<file path="src/rtl/descrambler_ctrl.sv">
// descrambler_ctrl: 64b/66b block aligner and sequencer for one lane.
// Hunts sync headers, locks, and gates the descrambler enable/re-seed.
module descrambler_ctrl #(
    parameter int BLOCK_LEN  = 66,
    parameter int LOCK_COUNT = 4,
    parameter int ERR_LIMIT  = 3
) (
    input  logic       clk,
    input  logic       rst,
    input  logic       ctrl_en,
    input  logic       bit_in,
    input  logic       bit_valid,
    input  logic       rescramble_req,
    output logic       desc_bit,
    output logic       desc_enable,
    output logic       desc_scr_rst,
    output logic       block_lock,
    output logic       block_start,
    output logic [1:0] sync_hdr,
    output logic       hdr_err
);

    localparam int PW = $clog2(BLOCK_LEN);
    localparam int GW = $clog2(LOCK_COUNT + 1);
    localparam int BW = $clog2(ERR_LIMIT + 1);

    typedef enum logic [1:0] {
        IDLE   = 2'd0,
        HUNT   = 2'd1,
        VERIFY = 2'd2,
        LOCKED = 2'd3
    } state_t;

    state_t        state;
    state_t        state_n;
    logic [PW-1:0] pos;
    logic          h0;
    logic [GW-1:0] good_cnt;
    logic [BW-1:0] bad_cnt;
    logic          scr_pend;

    logic          accept;
    logic          at_h0;
    logic          at_h1;
    logic          eval;
    logic          hdr_ok;
    logic          pend_eff;
    logic [GW-1:0] good_inc;
    logic [BW-1:0] bad_inc;
    logic          lock_gain;
    logic          lock_loss;
    logic          slip;

    logic          desc_bit_n;
    logic          desc_enable_n;
    logic          desc_scr_rst_n;
    logic          block_lock_n;
    logic          block_start_n;
    logic [1:0]    sync_hdr_n;
    logic          hdr_err_n;

    // Per-bit qualifiers shared by the FSM, datapath and outputs
    always_comb begin
        accept    = bit_valid && ctrl_en && (state != IDLE);
        at_h0     = (pos == PW'(0));
        at_h1     = (pos == PW'(1));
        eval      = accept && at_h1;
        hdr_ok    = h0 ^ bit_in;
        pend_eff  = scr_pend | rescramble_req;
        good_inc  = good_cnt + GW'(1);
        bad_inc   = bad_cnt + BW'(1);
        lock_gain = eval && (state == VERIFY) && hdr_ok
                    && (good_inc >= GW'(LOCK_COUNT));
        lock_loss = eval && (state == LOCKED) && !hdr_ok
                    && (bad_inc >= BW'(ERR_LIMIT));
        slip      = eval && !hdr_ok
                    && ((state == HUNT) || (state == VERIFY));
    end

    // State register
    always_ff @(posedge clk or negedge rst) begin
        if (!rst) begin
            state <= IDLE;
        end else begin
            state <= state_n;
        end
    end

    // Next-state decision from header evaluation
    always_comb begin
        state_n = state;
        if (!ctrl_en) begin
            state_n = IDLE;
        end else begin
            unique case (state)
                IDLE: begin
                    state_n = HUNT;
                end
                HUNT: begin
                    if (eval && hdr_ok) begin
                        state_n = VERIFY;
                    end
                end
                VERIFY: begin
                    if (lock_gain) begin
                        state_n = LOCKED;
                    end else if (slip) begin
                        state_n = HUNT;
                    end
                end
                LOCKED: begin
                    if (lock_loss) begin
                        state_n = HUNT;
                    end
                end
                default: begin
                    state_n = IDLE;
                end
            endcase
        end
    end

    // Block position tracking, including the one-bit slip
    always_ff @(posedge clk or negedge rst) begin
        if (!rst) begin
            pos <= '0;
            h0  <= 1'b0;
        end else if (!ctrl_en || (state == IDLE)) begin
            pos <= '0;
            h0  <= 1'b0;
        end else if (accept) begin
            if (at_h0) begin
                h0  <= bit_in;
                pos <= PW'(1);
            end else if (at_h1) begin
                if (slip) begin
                    h0  <= bit_in;
                    pos <= PW'(1);
                end else if (lock_loss) begin
                    pos <= '0;
                end else begin
                    pos <= PW'(2);
                end
            end else if (pos == PW'(BLOCK_LEN - 1)) begin
                pos <= '0;
            end else begin
                pos <= pos + PW'(1);
            end
        end
    end

    // Good/bad header run counters
    always_ff @(posedge clk or negedge rst) begin
        if (!rst) begin
            good_cnt <= '0;
            bad_cnt  <= '0;
        end else if (!ctrl_en || (state == IDLE)) begin
            good_cnt <= '0;
            bad_cnt  <= '0;
        end else if (eval) begin
            unique case (state)
                HUNT: begin
                    good_cnt <= hdr_ok ? GW'(1) : '0;
                    bad_cnt  <= '0;
                end
                VERIFY: begin
                    if (hdr_ok && !lock_gain) begin
                        good_cnt <= good_inc;
                    end else begin
                        good_cnt <= '0;
                    end
                end
                LOCKED: begin
                    if (hdr_ok || lock_loss) begin
                        bad_cnt <= '0;
                    end else begin
                        bad_cnt <= bad_inc;
                    end
                end
                default: begin
                    good_cnt <= '0;
                    bad_cnt  <= '0;
                end
            endcase
        end
    end

    // Pending re-seed: armed by requests in LOCKED, consumed at h1
    always_ff @(posedge clk or negedge rst) begin
        if (!rst) begin
            scr_pend <= 1'b0;
        end else if (!ctrl_en || (state != LOCKED) || lock_loss) begin
            scr_pend <= 1'b0;
        end else if (eval) begin
            scr_pend <= 1'b0;
        end else if (rescramble_req) begin
            scr_pend <= 1'b1;
        end
    end

    // Next output values for the accepted bit
    always_comb begin
        desc_bit_n     = accept ? bit_in : desc_bit;
        desc_enable_n  = accept && (state == LOCKED) && (pos >= PW'(2));
        desc_scr_rst_n = lock_gain
                         || (eval && (state == LOCKED)
                             && pend_eff && !lock_loss);
        block_lock_n   = (state_n == LOCKED);
        block_start_n  = accept && (state == LOCKED) && at_h0;
        hdr_err_n      = eval && !hdr_ok
                         && ((state == VERIFY) || (state == LOCKED));
        sync_hdr_n     = sync_hdr;
        if (eval && (state == LOCKED) && hdr_ok) begin
            sync_hdr_n = {h0, bit_in};
        end
        if (!ctrl_en) begin
            desc_bit_n     = 1'b0;
            desc_enable_n  = 1'b0;
            desc_scr_rst_n = 1'b0;
            block_lock_n   = 1'b0;
            block_start_n  = 1'b0;
            hdr_err_n      = 1'b0;
            sync_hdr_n     = 2'b00;
        end
    end

    // Registered outputs, one cycle behind the accepted bit
    always_ff @(posedge clk or negedge rst) begin
        if (!rst) begin
            desc_bit     <= 1'b0;
            desc_enable  <= 1'b0;
            desc_scr_rst <= 1'b0;
            block_lock   <= 1'b0;
            block_start  <= 1'b0;
            sync_hdr     <= 2'b00;
            hdr_err      <= 1'b0;
        end else begin
            desc_bit     <= desc_bit_n;
            desc_enable  <= desc_enable_n;
            desc_scr_rst <= desc_scr_rst_n;
            block_lock   <= block_lock_n;
            block_start  <= block_start_n;
            sync_hdr     <= sync_hdr_n;
            hdr_err      <= hdr_err_n;
        end
    end

endmodule

</file>
<file path="config.mk">
export PLATFORM = sky130hd
export DESIGN_NAME = descrambler_ctrl
export DESIGN_NICKNAME = d
export VERILOG_FILES = /design/src/rtl/descrambler_ctrl.sv
export SDC_FILE = /design/constraint.sdc
export NUM_CORES = 1
export LEC_CHECK = 0
export BUFFER_PORTS_ARGS = -buffer_cell sky130_fd_sc_hd__clkbuf_2
export CAP_MARGIN = 20
export CORE_MARGIN = 2
export CORE_UTILIZATION = 60
export CTS_BUF_LIST = sky130_fd_sc_hd__clkbuf_8
export CTS_CLUSTER_SIZE = 40
export DETAILED_ROUTE_END_ITERATION = 8
export GPL_ROUTABILITY_DRIVEN = 0
export HOLD_SLACK_MARGIN = 0.03
export PLACE_DENSITY_LB_ADDON = 0.25
export SYNTH_ARGS = -nofsm -noshare
export SYNTH_HDL_FRONTEND = slang
export SYNTH_SLANG_ARGS = --single-unit
</file>
<file path="constraint.sdc">
create_clock -name clk -period 3.15 [get_ports clk]
set_input_delay 0.1575 -clock clk [delete_from_list [all_inputs] [get_ports clk]]
set_output_delay 0.1575 -clock clk [all_outputs]
set_load 0.005 [all_outputs]
</file>
=== After elaboration in Yosys (flattened, before gate mapping) ===
Index checks and enable logic that the tools add are counted.

* Add/sub/neg operators: 3
* Magnitude comparators: 3
* Equal/unequal tests: 11
* Muxes and demuxes: 39
* Bitwise logic cells: 2
* Reduce and logical (&&, ||, !) cells: 42

{| class="wikitable"
|+ Operator list
! cell !! number
|-
| $mux W7 || 5
|-
| $mux W2 || 12
|-
| $logic_and A1 B1 Y1 || 20
|-
| $mux W1 || 16
|-
| $mux W3 || 3
|-
| $pmux W3 S3 || 1
|-
| $reduce_bool A3 Y1 || 3
|-
| $pmux W2 S4 || 1
|-
| $add A7 B1 Y7 const B || 1
|-
| $eq A7 B1 Y1 const B || 1
|-
| $eq A7 B7 Y1 const B || 1
|-
| $ge A7 B2 Y1 const B || 1
|-
| $logic_not A7 Y1 || 1
|-
| $logic_or A1 B1 Y1 || 7
|-
| $eq A2 B2 Y1 const B || 3
|-
| $ne A2 B2 Y1 const B || 3
|-
| $reduce_bool A2 Y1 || 3
|-
| $logic_not A1 Y1 || 4
|-
| $ne A2 B1 Y1 const B || 2
|-
| $pmux W2 S2 || 1
|-
| $reduce_and A2 Y1 || 2
|-
| $add A3 B1 Y3 const B || 1
|-
| $ge A3 B3 Y1 const B || 1
|-
| $reduce_and A3 Y1 || 1
|-
| 6 further kinds || 6
|}

* Register bits: 24
* Bits of input ports: 6
* Output and inout port bits: 8
* Logic and storage cells: 113

=== Logic depth before layout (Yosys ltp) ===
* Depth after elaboration: 12
* Depth in mapped cells: 7
* Depth with buffers taken out: 6

=== Worst setup path before layout ===
Ideal clock, no wire load.

* Path kind: reg2reg
* Start: reg state[0]
* End: reg good_cnt[0]
* Setup time: 0.080 ns
* Arrival: 1.725 ns
* Data required time: 3.070 ns
* Setup slack: 1.345 ns
* Cell stages (with the launch flop): 8
* Path buffers: 1
* Clock period less this slack: 1.805 ns
* Path through: dfrtp_1 -> inv_1 -> ha_1 -> nor2b_1 -> clkbuf_1 -> nand3_1 -> or4b_1 -> o211ai_2

* Cells in the longest elaborated chain, start to end: 12
* Elaborated cells between the ends (all ways): 20
* Classes of those cells: eq/ne (4); mux (4); reduce/logical (12)

{| class="wikitable"
|+ Ends and longest elaborated chain
! item !! RTL line !! RTL
|-
| from (decl) || 34 || <nowiki>state_t state;</nowiki>
|-
| from (signal assigned) || 85 || <nowiki>state <= state_n;</nowiki>
|-
| $reduce_bool A2 Y1 || 64 || <nowiki>accept = bit_valid && ctrl_en && (state != IDLE);</nowiki>
|-
| $logic_and A1 B1 Y1 || 64 ||
|-
| $logic_and A1 B1 Y1 || 67 || <nowiki>eval = accept && at_h1;</nowiki>
|-
| $logic_and A1 B1 Y1 (2 in series) || 72 || <nowiki>lock_gain = eval && (state == VERIFY) && hdr_ok</nowiki>
|-
| $logic_and A1 B1 Y1 || 73 || <nowiki>&& (good_inc >= GW'(LOCK_COUNT));</nowiki>
|-
| $logic_not A1 Y1 || 167 || <nowiki>if (hdr_ok && !lock_gain) begin</nowiki>
|-
| $logic_and A1 B1 Y1 || 167 ||
|-
| $mux W3 || 167 ||
|-
| $pmux W3 S3 || 161 || <nowiki>unique case (state)</nowiki>
|-
| $mux W3 || 160 || <nowiki>end else if (eval) begin</nowiki>
|-
| $mux W3 || 157 || <nowiki>end else if (!ctrl_en || (state == IDLE)) begin</nowiki>
|-
| to (signal assigned) || 163 || <nowiki>good_cnt <= hdr_ok ? GW'(1) : '0;</nowiki>
|-
| to (signal assigned) || 168 || <nowiki>good_cnt <= good_inc;</nowiki>
|-
| to (decl) || 38 || <nowiki>logic [GW-1:0] good_cnt;</nowiki>
|}

Several ways; a longest one is shown, not always the timed one. The select of a mux whose other input is x is not followed.
A chain may end at the register's enable or synchronous reset.

=== Worst setup path after layout ===
* Start: reg pos[1]
* End: reg pos[0]

* Cells in the longest elaborated chain, start to end: 9
* Elaborated cells between the ends (all ways): 12
* Classes of those cells: eq/ne (2); mux (6); reduce/logical (4)

{| class="wikitable"
|+ Ends and longest elaborated chain
! item !! RTL line !! RTL
|-
| from (decl) || 36 || <nowiki>logic [PW-1:0] pos;</nowiki>
|-
| from (signal assigned) || 147 || <nowiki>pos <= pos + PW'(1);</nowiki>
|-
| $eq A7 B1 Y1 || 66 || <nowiki>at_h1 = (pos == PW'(1));</nowiki>
|-
| $logic_and A1 B1 Y1 || 67 ||
|-
| $logic_and A1 B1 Y1 || 76 || <nowiki>slip = eval && !hdr_ok</nowiki>
|-
| $logic_and A1 B1 Y1 || 77 || <nowiki>&& ((state == HUNT) || (state == VERIFY));</nowiki>
|-
| $mux W2 || 136 || <nowiki>if (slip) begin</nowiki>
|-
| $mux W7 || 135 || <nowiki>end else if (at_h1) begin</nowiki>
|-
| $mux W7 * || 132 || <nowiki>if (at_h0) begin</nowiki>
|-
| $mux W7 * || 131 || <nowiki>end else if (accept) begin</nowiki>
|-
| $mux W7 * || 128 || <nowiki>end else if (!ctrl_en || (state == IDLE)) begin</nowiki>
|}

Mark *: on every way between the ends. The rest lies on a longest branch, timed or not. The select of a mux whose other input is x is not followed.

==> results.yml <==
clocking:
  root_buffer: "clkbuf_8"
  path_clk_slew_ps: 80
  cts_sinks: 24
  cts_buffers: 3
  tritoncts: "built"
  postCtsSetupRepairBufs: 0
  clock_path_buffers: 2
  htreeDepth: 1
  insertion_delay_ps: 270
synthesis:
  synth_seq_cells: 24
  synth_nets: 175
  synth_compound_area_share_pct: 20.31
  async_flop_share_pct: 100.0
  synth-edff-count: 0
  syn_area_sq_mm: 0.001546
  yosys.area_share.adder_pct: 8.900
  synth_seq_area_share_pct: 38.83
  synth_mux_area_share_pct: 0.6472
  syn-instance-count: 158
  synth_flop_cell: "dfrtp_1"
  ys_types: 48
  yosysWarnings: 0
  yosys.area_share.simple_pct: 24.11
  synth_xor_area_share_pct: 1.699
  synth_top_family_by_area: "simple AND/OR/NAND/NOR gates"
  avgSynthCellArea_sq_um: 9.788
setup_path:
  critPathCaptureType: "register"
  arrival_ps: 2450
  cp_num_buf_inv: 1
  worst-setup-path-type: "reg -> reg"
  worstPathRequired_ps: 3360
  path_cells: "inv_1 > ha_1 > nor4b_4 > nand3_1 > o2111ai_1 > o211a_1"
  crit_family: "simple AND/OR/NAND/NOR gates"
  slowest_delay_ps: 580
  r2r_end: "pos[0]"
  worst_r2r_path_depth: 6
  r2r_start: "pos[1]"
  ff2ff_setup_slack_ps: 910
  crit_slowest_cell: "nor4b_4"
  cp-start-kind: "register"
  worstPathMaxFanout: 11
min_path:
  holdPathStages: 2
  hold_path_end: "sync_hdr[1]"
  min-delay-start: "bit_in"
  hp-class: "in -> reg"
sta:
  fin_skew_ps: 1.795
  slew_violations: 0
  worstMarginPinSlew_ps: 670.7
  hold_viol: 0
  fin_crit_sh_pct: 71.16
  worst_slack_ps: 908.4
  fmax_mhz: 446.1
  rsz0062_at_grt: "no"
  setup_viol: 0
  fin_tns_setup_ps: 0
  slew_headroom_pct: 55.10
  fin_crit_ps: 2242
floorplanning:
  dieWidth_um: 54.77
  dieHeight_um: 54.77
  initial_core_util_pct: 63.00
  core_area_sq_mm: 0.002455
  dieArea_sq_mm: 0.003000
  ios: 14
  row_count: 18
grt:
  grt_usage_pct: 26.92
  antenna_found_initial: 0
  overflow: 0
  grt_pass1_wl_um: 5754
  grt_max_degree: 25
  grt_pass1_vias: 1242
placed_design:
  preCtsSetupSlack_ps: 998.5
  portBuffers: 13
  dp_hpwl_um: 2530
finish:
  drive_gt1_share_pct: 13.77
  num_antenna_cells: 0
  areaGrowthSynthToFinish_pct: 7.281
  final_cell_mix: "dfrtp_1, clkbuf_2, ha_1"
  final_util_pct: 67.58
  fill_cells: 189
  final_common_cell: "dfrtp_1"
  layout.nets: 185
drt:
  wirelength_um: 3502
  drtPass1Iterations: 4
  via_per_inst: 6.680
  wire_per_inst_um: 17.78
  vias: 1316
  drt_iter0_drc: 57
  ant_nets: 0
  drc_errors: 0
pwr:
  power_mw: 0.5836
  power.leakage_nw: 0.7879
  vdd_drop_max_mv: 0.2358
  p_per_area_mw_per_mm2: 351.8
flow_run:
  maxCapViolations: 0
run_status:
  status: "completed"
==> timing repair <==
action                    CTS  global route
hold endpoints to repair   24             0
hold buffers                1             0
resized for setup           0             0
==> metal layers <==
metal | up-vias | wire length (um) | track usage [%]
met1 | 630 | 1581 | 35.37
met2 | 68 | 1640 | 44.05
met3 | 9 | 211 | 3.552
met5 | - | 0 | 0
li1 | 609 | - | -
met4 | 0 | 69 | 11.25
==> cell usage after synthesis, drive strengths merged (3+ instances only) <==
master   n  area (sq um)
nor2     8         30.03
o211ai   6         50.05
buf      5         40.04
a21oi    6         30.03
nor4b    3         41.29
ha      11         137.6
nand2   11         48.80
inv      8         30.03
a21o     4         30.03
nand3   10         50.05
o21ai    8         40.03
and3     3         18.77
nand4    4         25.02
dfrtp   24         600.6
clkbuf   4         15.01
a31oi    4         25.02
nand2b   4         25.02
==> state kept, by name, summed over array words and instances, names as in the netlist <==
register and count:
desc_bit 1, desc_enable 1, block_lock 1, bad_cnt 2, hdr_err 1, sync_hdr 2
h0 1, scr_pend 1, pos 7, good_cnt 3, block_start 1, state 2
desc_scr_rst 1
==> worst max-delay path by stage <==
stage / startpoint / end / depth (start not counted)
after CTS: pos[1] / block_lock / 6
after global routing: pos[1] / block_lock / 6
after detailed placement: state[0] / good_cnt[0] / 6
final: pos[1] / pos[0] / 6
after global placement: pos[1] / block_lock / 6
after floorplan: state[0] / good_cnt[0] / 7
==> cell families (layout without fill, tap and decap cells) <==
| kind of cell | Yosys count | count (layout) |
|---|---|---|
| xor gates and xnor gates | 3 | 3 |
| adders and majority gates | 11 | 11 |
| muxes | 1 | 1 |
| DFF | 24 | 24 |
| buffers and inverters | 17 | 26 |
| AOI/OAI and AO/OA | 43 | 43 |
| and+or+nand+nor | 59 | 59 |
==> cell type report <==
class | instances | area (sq um) | area share, %
Inverter | 8 | 30.03 | 1.810
Tap cell | 30 | 37.54 | 2.262
Sequential cell | 24 | 600.6 | 36.20
Clock buffer | 4 | 55.05 | 3.318
Multi-Input combinational cell | 117 | 860.8 | 51.89
Timing Repair Buffer | 14 | 75.07 | 4.525
==> through the flow <==
stage	area, sq um	cells	hold WS [ps]
after CTS	1659	197	170.1
after global routing	1659	197	184.3
final	1659	197	166.1
after detailed placement	1594	192	189.1
after floorplan	1546	158	-138.1
after global placement	1594	192	174.1
==> where the power goes <==
group | internal [mW] | total (mW) | switching, mW | leakage (nW)
combinational | 0.0202 | 0.0597 | 0.0395 | 0.426
sequential | 0.310 | 0.314 | 0.00366 | 0.333
clock | 0.112 | 0.210 | 0.0982 | 0.0288
total | 0.442 | 0.584 | 0.141 | 0.788
Power figures use the tool's default switching activity.
